### config.mk
export PLATFORM = sky130hd
export DESIGN_NAME = clk_tick_scheduler
export DESIGN_NICKNAME = d
export VERILOG_FILES = /design/src/rtl/clk_tick_scheduler_pkg.sv /design/src/rtl/clk_tick_scheduler_channel.sv /design/src/rtl/clk_tick_scheduler.sv
export SDC_FILE = /design/constraint.sdc
export NUM_CORES = 1
export LEC_CHECK = 0
export ABC_AREA = 0
export BUFFER_PORTS_ARGS = -buffer_cell sky130_fd_sc_hd__buf_2
export CAP_MARGIN = 0
export CORE_ASPECT_RATIO = 1.25
export CORE_MARGIN = 2
export CORE_UTILIZATION = 45
export CTS_CLUSTER_SIZE = 30
export DETAILED_ROUTE_END_ITERATION = 10
export GPL_ROUTABILITY_DRIVEN = 0
export GPL_TIMING_DRIVEN = 0
export PLACE_DENSITY = 0.59
export SETUP_SLACK_MARGIN = 0.1
export SLEW_MARGIN = 20
export SYNTH_ARGS = -nofsm -noshare
export SYNTH_HDL_FRONTEND = slang
export SYNTH_SLANG_ARGS = --single-unit
### constraint.sdc
create_clock -name clk -period 3.9 [get_ports clk]
set_input_delay 0.78 -clock clk [delete_from_list [all_inputs] [get_ports clk]]
set_output_delay 0.78 -clock clk [all_outputs]
set_load 0.02 [all_outputs]
### src/rtl/clk_tick_scheduler_pkg.sv
// Shared types and constants for clk_tick_scheduler.
// The WAIT state is only reachable when CLKDIV_WRAP_SYNC_EN is defined.
package clk_tick_pkg;

    localparam int unsigned CHAN_W          = 3;
    localparam int unsigned RST_DIV_DEFAULT = 262143;

    typedef enum logic [1:0] {
        IDLE  = 2'd0,
        APPLY = 2'd1,
        WAIT  = 2'd2
    } state_t;

endpackage

### src/rtl/clk_tick_scheduler_channel.sv
// tick_channel: one divider slice (counter, divisor, enable, tick, square wave).
// CLKDIV_WRAP_SYNC_EN adds a divisor load that lands on the counter boundary.
module tick_channel
    import clk_tick_pkg::*;
#(
    parameter int unsigned   CW      = 19,
    parameter logic [CW-1:0] RST_DIV = CW'(RST_DIV_DEFAULT),
    parameter logic          RST_EN  = 1'b1
) (
    input  logic          clk,
    input  logic          rst,
    input  logic          load,
`ifdef CLKDIV_WRAP_SYNC_EN
    input  logic          sync_load,
    output logic          at_wrap,
    output logic          en_now,
`endif
    input  logic [CW-1:0] new_div,
    input  logic          new_en,
    output logic          tick,
    output logic          sq
);

    logic [CW-1:0] cnt;
    logic [CW-1:0] div;
    logic          en;
    logic          wrap;

    assign wrap = en && (cnt == div);

`ifdef CLKDIV_WRAP_SYNC_EN
    assign at_wrap = wrap;
    assign en_now  = en;
`endif

    // A load takes priority over the boundary, so no tick escapes on an apply cycle.
    always_ff @(posedge clk) begin
        if (!rst) begin
            cnt  <= '0;
            div  <= RST_DIV;
            en   <= RST_EN;
            tick <= 1'b0;
            sq   <= 1'b0;
        end else if (load) begin
            cnt  <= '0;
            div  <= new_div;
            en   <= new_en;
            tick <= 1'b0;
            sq   <= 1'b0;
        end else if (!en) begin
            cnt  <= '0;
            tick <= 1'b0;
            sq   <= 1'b0;
        end else if (wrap) begin
            cnt  <= '0;
            tick <= 1'b1;
            sq   <= ~sq;
`ifdef CLKDIV_WRAP_SYNC_EN
            if (sync_load) begin
                div <= new_div;
            end
`endif
        end else begin
            cnt  <= cnt + 1'b1;
            tick <= 1'b0;
        end
    end

endmodule

### src/rtl/clk_tick_scheduler.sv
// clk_tick_scheduler: NCH clock-enable tick / square-wave generators with a config FSM.
// Define CLKDIV_WRAP_SYNC_EN for boundary-synchronous divisor changes (WAIT state).
module clk_tick_scheduler
    import clk_tick_pkg::*;
#(
    parameter int unsigned    NCH     = 4,
    parameter int unsigned    CW      = 19,
    parameter logic [CW-1:0]  RST_DIV = CW'(RST_DIV_DEFAULT),
    parameter logic [NCH-1:0] RST_EN  = NCH'(4'b0001)
) (
    input  logic              clk,
    input  logic              rst,
    input  logic              cfg_valid,
    output logic              cfg_ready,
    input  logic [CHAN_W-1:0] cfg_chan,
    input  logic [CW-1:0]     cfg_div,
    input  logic              cfg_en,
    output logic              cfg_err,
    output logic [NCH-1:0]    tick,
    output logic [NCH-1:0]    sq,
    output logic [CHAN_W-1:0] busy_chan
);

    state_t         state;
    state_t         state_nx;
    logic [CW-1:0]  lat_div;
    logic           lat_en;
    logic           xfer;
    logic           chan_ok;
    logic [NCH-1:0] tgt_sel;
    logic [NCH-1:0] load_vec;
`ifdef CLKDIV_WRAP_SYNC_EN
    logic [NCH-1:0] req_sel;
    logic [NCH-1:0] sync_vec;
    logic [NCH-1:0] wrap_vec;
    logic [NCH-1:0] en_vec;
    logic           req_en;
    logic           tgt_wrap;
`endif

    assign xfer    = cfg_valid && cfg_ready;
    assign chan_ok = 32'(cfg_chan) < NCH;

    // busy_chan doubles as the latched target index for the APPLY/WAIT cycle.
    always_comb begin
        tgt_sel = '0;
        for (int unsigned i = 0; i < NCH; i++) begin
            tgt_sel[i] = (32'(busy_chan) == i);
        end
    end

`ifdef CLKDIV_WRAP_SYNC_EN
    always_comb begin
        req_sel = '0;
        for (int unsigned i = 0; i < NCH; i++) begin
            req_sel[i] = (32'(cfg_chan) == i);
        end
    end

    assign req_en   = |(req_sel & en_vec);
    assign tgt_wrap = |(tgt_sel & wrap_vec);
`endif

    always_ff @(posedge clk) begin
        if (!rst) begin
            state <= IDLE;
        end else begin
            state <= state_nx;
        end
    end

    always_ff @(posedge clk) begin
        if (!rst) begin
            lat_div   <= '0;
            lat_en    <= 1'b0;
            busy_chan <= '0;
            cfg_err   <= 1'b0;
        end else begin
            cfg_err <= xfer && !chan_ok;
            if (xfer && chan_ok) begin
                lat_div   <= cfg_div;
                lat_en    <= cfg_en;
                busy_chan <= cfg_chan;
            end
        end
    end

    always_comb begin
        state_nx = state;
        case (state)
            IDLE: begin
                if (xfer && chan_ok) begin
`ifdef CLKDIV_WRAP_SYNC_EN
                    state_nx = (cfg_en && req_en) ? WAIT : APPLY;
`else
                    state_nx = APPLY;
`endif
                end
            end
            APPLY: state_nx = IDLE;
`ifdef CLKDIV_WRAP_SYNC_EN
            WAIT: begin
                if (tgt_wrap) begin
                    state_nx = IDLE;
                end
            end
`endif
            default: state_nx = IDLE;
        endcase
    end

    always_comb begin
        cfg_ready = (state == IDLE);
        load_vec  = (state == APPLY) ? tgt_sel : '0;
`ifdef CLKDIV_WRAP_SYNC_EN
        sync_vec  = (state == WAIT) ? tgt_sel : '0;
`endif
    end

    for (genvar g = 0; g < NCH; g++) begin : g_ch
        tick_channel #(
            .CW      (CW),
            .RST_DIV (RST_DIV),
            .RST_EN  (RST_EN[g])
        ) u_ch (
            .clk       (clk),
            .rst       (rst),
            .load      (load_vec[g]),
`ifdef CLKDIV_WRAP_SYNC_EN
            .sync_load (sync_vec[g]),
            .at_wrap   (wrap_vec[g]),
            .en_now    (en_vec[g]),
`endif
            .new_div   (lat_div),
            .new_en    (lat_en),
            .tick      (tick[g]),
            .sq        (sq[g])
        );
    end

endmodule

### After elaboration in Yosys (flattened, before gate mapping)

Cells that the tools add are included.

* output and inout port bits: 13
* register bits after elaboration: 189
* word-level logic and storage cells: 70

* add/sub/neg operators: 4
* $lt $le $gt $ge: 1
* eq/ne operators: 7
* bitwise logic cells: 9
* reductions and logical operators: 19
* muxes and demuxes: 5

Operators by type and width (count)
* $add A19 B1 Y19 const B: 4
* $eq A19 B19 Y1: 4
* $reduce_or A4 Y1: 4
* $reduce_or A3 Y1: 4
* $not A1 Y1: 9
* $logic_and A1 B1 Y1: 7
* $eq A3 B2 Y1 const B: 2
* $mux W1: 4
* $mux W4: 1
* $eq A3 B1 Y1 const B: 1
* $logic_not A3 Y1: 1
* $lt A3 B3 Y1 const B: 1
* $logic_not A2 Y1: 1
* $reduce_and A2 Y1: 1
* $logic_not A1 Y1: 1

### Logic depth before layout (Yosys ltp)

* word-level depth: 3
* gate-level depth with buffers: 7

### By module

A second synthesis with hierarchy kept.

* cell total of the unflattened synthesis: 853
* area total of the unflattened synthesis: 8192.9 um^2

Modules (own cells, without submodules)
* tick_channel (g_ch[1].u_ch ...): seq. area each 820.8 um^2, area each 1784.2 um^2, cells an instance 186, times used 2
* tick_channel (g_ch[3].u_ch): seq. area each 820.8 um^2, area each 1793.0 um^2, cells an instance 186, times used 1
* tick_channel (g_ch[0].u_ch): seq. area each 820.8 um^2, area each 1781.7 um^2, cells an instance 186, times used 1
* clk_tick_scheduler: seq. area each 500.5 um^2, area each 1049.8 um^2, cells an instance 109, times used 1

### Worst setup path before layout

No wires, ideal clock.

* path type: input-to-reg
* start point: input port rst
* end point: register g_ch[1].u_ch.div[0]
* arrival: 1.635 ns
* path buffers: 3
* library setup time: 0.137 ns
* cell stages on the path: 4
* path slack: 2.128 ns
* path through: clkbuf_1 clkbuf_1 clkbuf_1 nand3_1

RTL lines
* start, declared: line clk_tick_scheduler.sv:12 `input logic rst,`
* end signal, assigned: line clk_tick_scheduler_channel.sv:46 `div <= new_div;`
* end, declared: line clk_tick_scheduler_channel.sv:25 `logic [CW-1:0] div;`

No word-level cell between the ends.

### Worst setup path in the final report

* start point: input port rst
* end point: register g_ch[3].u_ch.div[16]

RTL lines (line)
* end signal, assigned: clk_tick_scheduler_channel.sv:46
* end, declared: clk_tick_scheduler_channel.sv:25

No word-level cell between the ends.

==> results.tsv <==
stage	metric	value	unit
synthesis	Post-synth EDFFs	0	
cts	post-CTS sizing	0	
routing	via/cell ratio	5.03	
place	placed cell area	8560	µm²
power_and_ir_drop	pwr dens	427	nW/µm²
cts	CTS H-tree depth	4	
global_routing	total global-route track usage	21.0	%
worst_setup_path	crit start category	input pin	
routing	met2 wire length	9010	µm
worst_setup_path	CP dominant cell by count	clkbuf_1	
routing	met1 WL	8800	µm
synthesis	Syn. warnings	0	
global_routing	pin count of the biggest net entering global routing	17	
floorplanning	Initial Util	46.1	%
place	dpl hpwl	13800	µm
timing	worst setup slack after layout	1.78	ns
synthesis	FFs w/ async S/R, synth	0	%
floorplanning	full die area	19100	µm²
cts	clk_lat worst skew	0.43	ns
synthesis	#FFs+latches synth	189	
cells_and_area	ratio of cells with drive above 1 in the final layout	10.2	%
cells_and_area	fin area	9180	µm²
outcome	status	completed	
cts	root buf cell	clkbuf_16	
routing	initial DRC count	363	
timing	Worst-Margin Slew	0.595	ns
cts	post-CTS setup buffers	0	
synthesis	cell taking the most area after synthesis	dfxtp_1	
worst_setup_path	Critical Path End Type	flop	
global_routing	initial antenna violation count	0	
routing	DRC Markers	0	
timing	RSZ-0062 raised after global routing	no	
worst_setup_path	CP delay by family, top	buffers and inverters	
cells_and_area	Syn-to-layout area delta	13.4	%
timing	Slew Viols, Final	0	
worst_setup_path	crit path cell chain	buf_2 -> clkbuf_1 -> clkbuf_1 -> clkbuf_1 -> nand3_1	
cts	Num CTS Buffers	17	
routing	wire per inst	15.2	µm
timing	Min Hold Slack	0.478	ns
timing	Tcrit/Tclk final	54.3	%
cells_and_area	Fill cells	1697	
cells_and_area	Nets	1034	
place	Port Buffers	38	
cells_and_area	commonest cells after routing, fill and taps aside	227 x nand2_1, 189 x dfxtp_1, 109 x nand3_1	
worst_setup_path	r2r worst-path depth	6	
floorplanning	Die Wd	124	µm
timing	Final setup viols	0	
timing	Setup Skew	0.0113	ns
run	max cap viols	0	
floorplanning	Rows	54	
synthesis	Post-synth top flop	dfxtp_1	
synthesis	Synth Cell Area	8090	µm²
global_routing	vias in the first global route	5993	
timing	Fin Setup TNS	0	ns
cells_and_area	commonest non-fill, non-tap cell in the layout	nand2_1	
timing	Slew HR	60.2	%
routing	via count	6241	
routing	met3 WL	725	µm
floorplanning	die height	154	µm
routing	Detail Route Antenna Nets	0	
worst_hold_path	Hold WC Path Type	reg -> reg	
timing	Fmax	0.472	GHz
power_and_ir_drop	Lkg Pwr	3.46	nW
worst_setup_path	critical path type	in -> reg	
worst_setup_path	Crit Path Max Fanout	10	
power_and_ir_drop	worst vdd ir	0.307	mV
routing	highest routed layer	met4	
synthesis	Syn Area/Cell	8.55	µm²
cts	Clock Sinks	189	
cts	hold_buf cts	0	
synthesis	sequential area share after synthesis	46.7	%
worst_setup_path	stages on the worst setup path	5	
floorplanning	Placeable Area	17600	µm²
timing	fin crit period	2.12	ns
place	dpl ws	1.25	ns
worst_setup_path	Critical Path RT	4.18	ns
floorplanning	num ports	39	
synthesis	Yosys top cell area share	46.7	%
cts	clk slew on worst S/H paths	0.07	ns
synthesis	synth unique cells	36	
worst_setup_path	Worst Setup SP	rst	
worst_setup_path	worst stage delay on the critical path	0.49	ns
worst_setup_path	worst setup path endpoint	g_ch[3].u_ch.div[16]	
synthesis	largest cells by area after synthesis	dfxtp_1 47%, xor2_1 11%, nand2_1 11%	
cells_and_area	Core Util, Final	52.2	%
worst_setup_path	Worst R2R Start	g_ch[3].u_ch.cnt[0]	
synthesis	syn nets	977	
worst_setup_path	Worst path slowest cell	clkbuf_1	
global_routing	GRT overflow	0	
routing	Detailed Routing Iterations Pass 1	7	
synthesis	Cells after Synth	947	
worst_setup_path	reg2reg end	g_ch[3].u_ch.cnt[18]	
routing	WL final	18900	µm
timing	Final Hold Viols	0	
worst_setup_path	reg2reg setup slack	1.96	ns
worst_setup_path	WP data arrival	2.40	ns
cts	CTS tree	built	
global_routing	first-pass GRT wire length	30800	µm
cts	buffer levels on the longest clock path	2	
worst_setup_path	crit path buf inv count	4	
[Yosys cell counts, types with 5 or more instances]
library cell / number
nand3_1: 109
nor3_1: 9
nand4_1: 16
dfxtp_1: 189
buf_4: 9
xnor2_1: 45
clkbuf_1: 32
xor2_1: 99
and4_1: 8
nand2_1: 227
and3_1: 13
nor2_1: 87
inv_1: 8
nor4_1: 15
nor4_2: 6
a21boi_0: 29
buf_6: 5
[flip-flops by register name, summed over array words and instances (netlist names)]
signal,flops
g_ch.u_ch.cnt,76
g_ch.u_ch.div,76
lat_div,19
g_ch.u_ch.en,4
g_ch.u_ch.sq,4
g_ch.u_ch.tick,4
busy_chan,3
cfg_err,1
lat_en,1
state,1
[final cells by class]
cell class	count	area [µm²]	area share (%)
antenna	1	2.50	0.0273
buffer	50	264	2.88
tap	224	280	3.05
clock buffer	22	474	5.17
timing repair buffer	38	190	2.07
inverter	9	33.8	0.368
sequential	189	3780	41.2
multi-input combinational	699	4010	43.7
clock inverter	9	136	1.49
[cell families after synthesis]
family | Yosys count | share of synthesized area, %
compound gates | 37 | 3.86
fa+ha+maj | 4 | 0.618
xor+xnor | 144 | 15.6
flops | 189 | 46.7
buf+inv | 59 | 3.68
simple gates | 514 | 29.5
[report_power, final]
part	switching [mW]	internal, mW	leakage (nW)
clock network	0.738	1.06	0.292
registers	0.0423	1.96	1.53
logic	0.0736	0.0489	1.64
[worst min path at each step]
stage	from	to	slack [ns]	cells after the start
after floorplan	g_ch[3].u_ch.cnt[0]	g_ch[3].u_ch.cnt[0]	0.45	1
after global placement	g_ch[1].u_ch.en	g_ch[1].u_ch.en	0.47	2
after detailed placement	g_ch[0].u_ch.div[17]	g_ch[0].u_ch.div[17]	0.47	2
after CTS	g_ch[0].u_ch.div[17]	g_ch[0].u_ch.div[17]	0.48	2
after global routing	g_ch[0].u_ch.div[14]	g_ch[0].u_ch.div[14]	0.50	2
final	g_ch[0].u_ch.div[17]	g_ch[0].u_ch.div[17]	0.48	2
[worst reg2reg max path: stages (launching register included)]
cell and delay (ns):
dfxtp_1 0.41, ha_1 0.24, and4_1 0.26, nor3b_1 0.53
nand3_1 0.17, xor2_1 0.16, nor2_1 0.06
[metal layers]
layer,vias up,global-route usage (%)
li1,3229,-
met1,2884,27.9
met2,111,34.2
met3,17,3.82
met4,0,6.74
met5,-,0
[metrics by stage]
stage / total power [mW] / std cells
after floorplan: 2.11 / 947
after global placement: 2.17 / 1209
after detailed placement: 2.17 / 1209
after CTS: 3.95 / 1240
after global routing: 4.05 / 1240
final: 3.92 / 1241
Power figures use the tool's default switching activity.
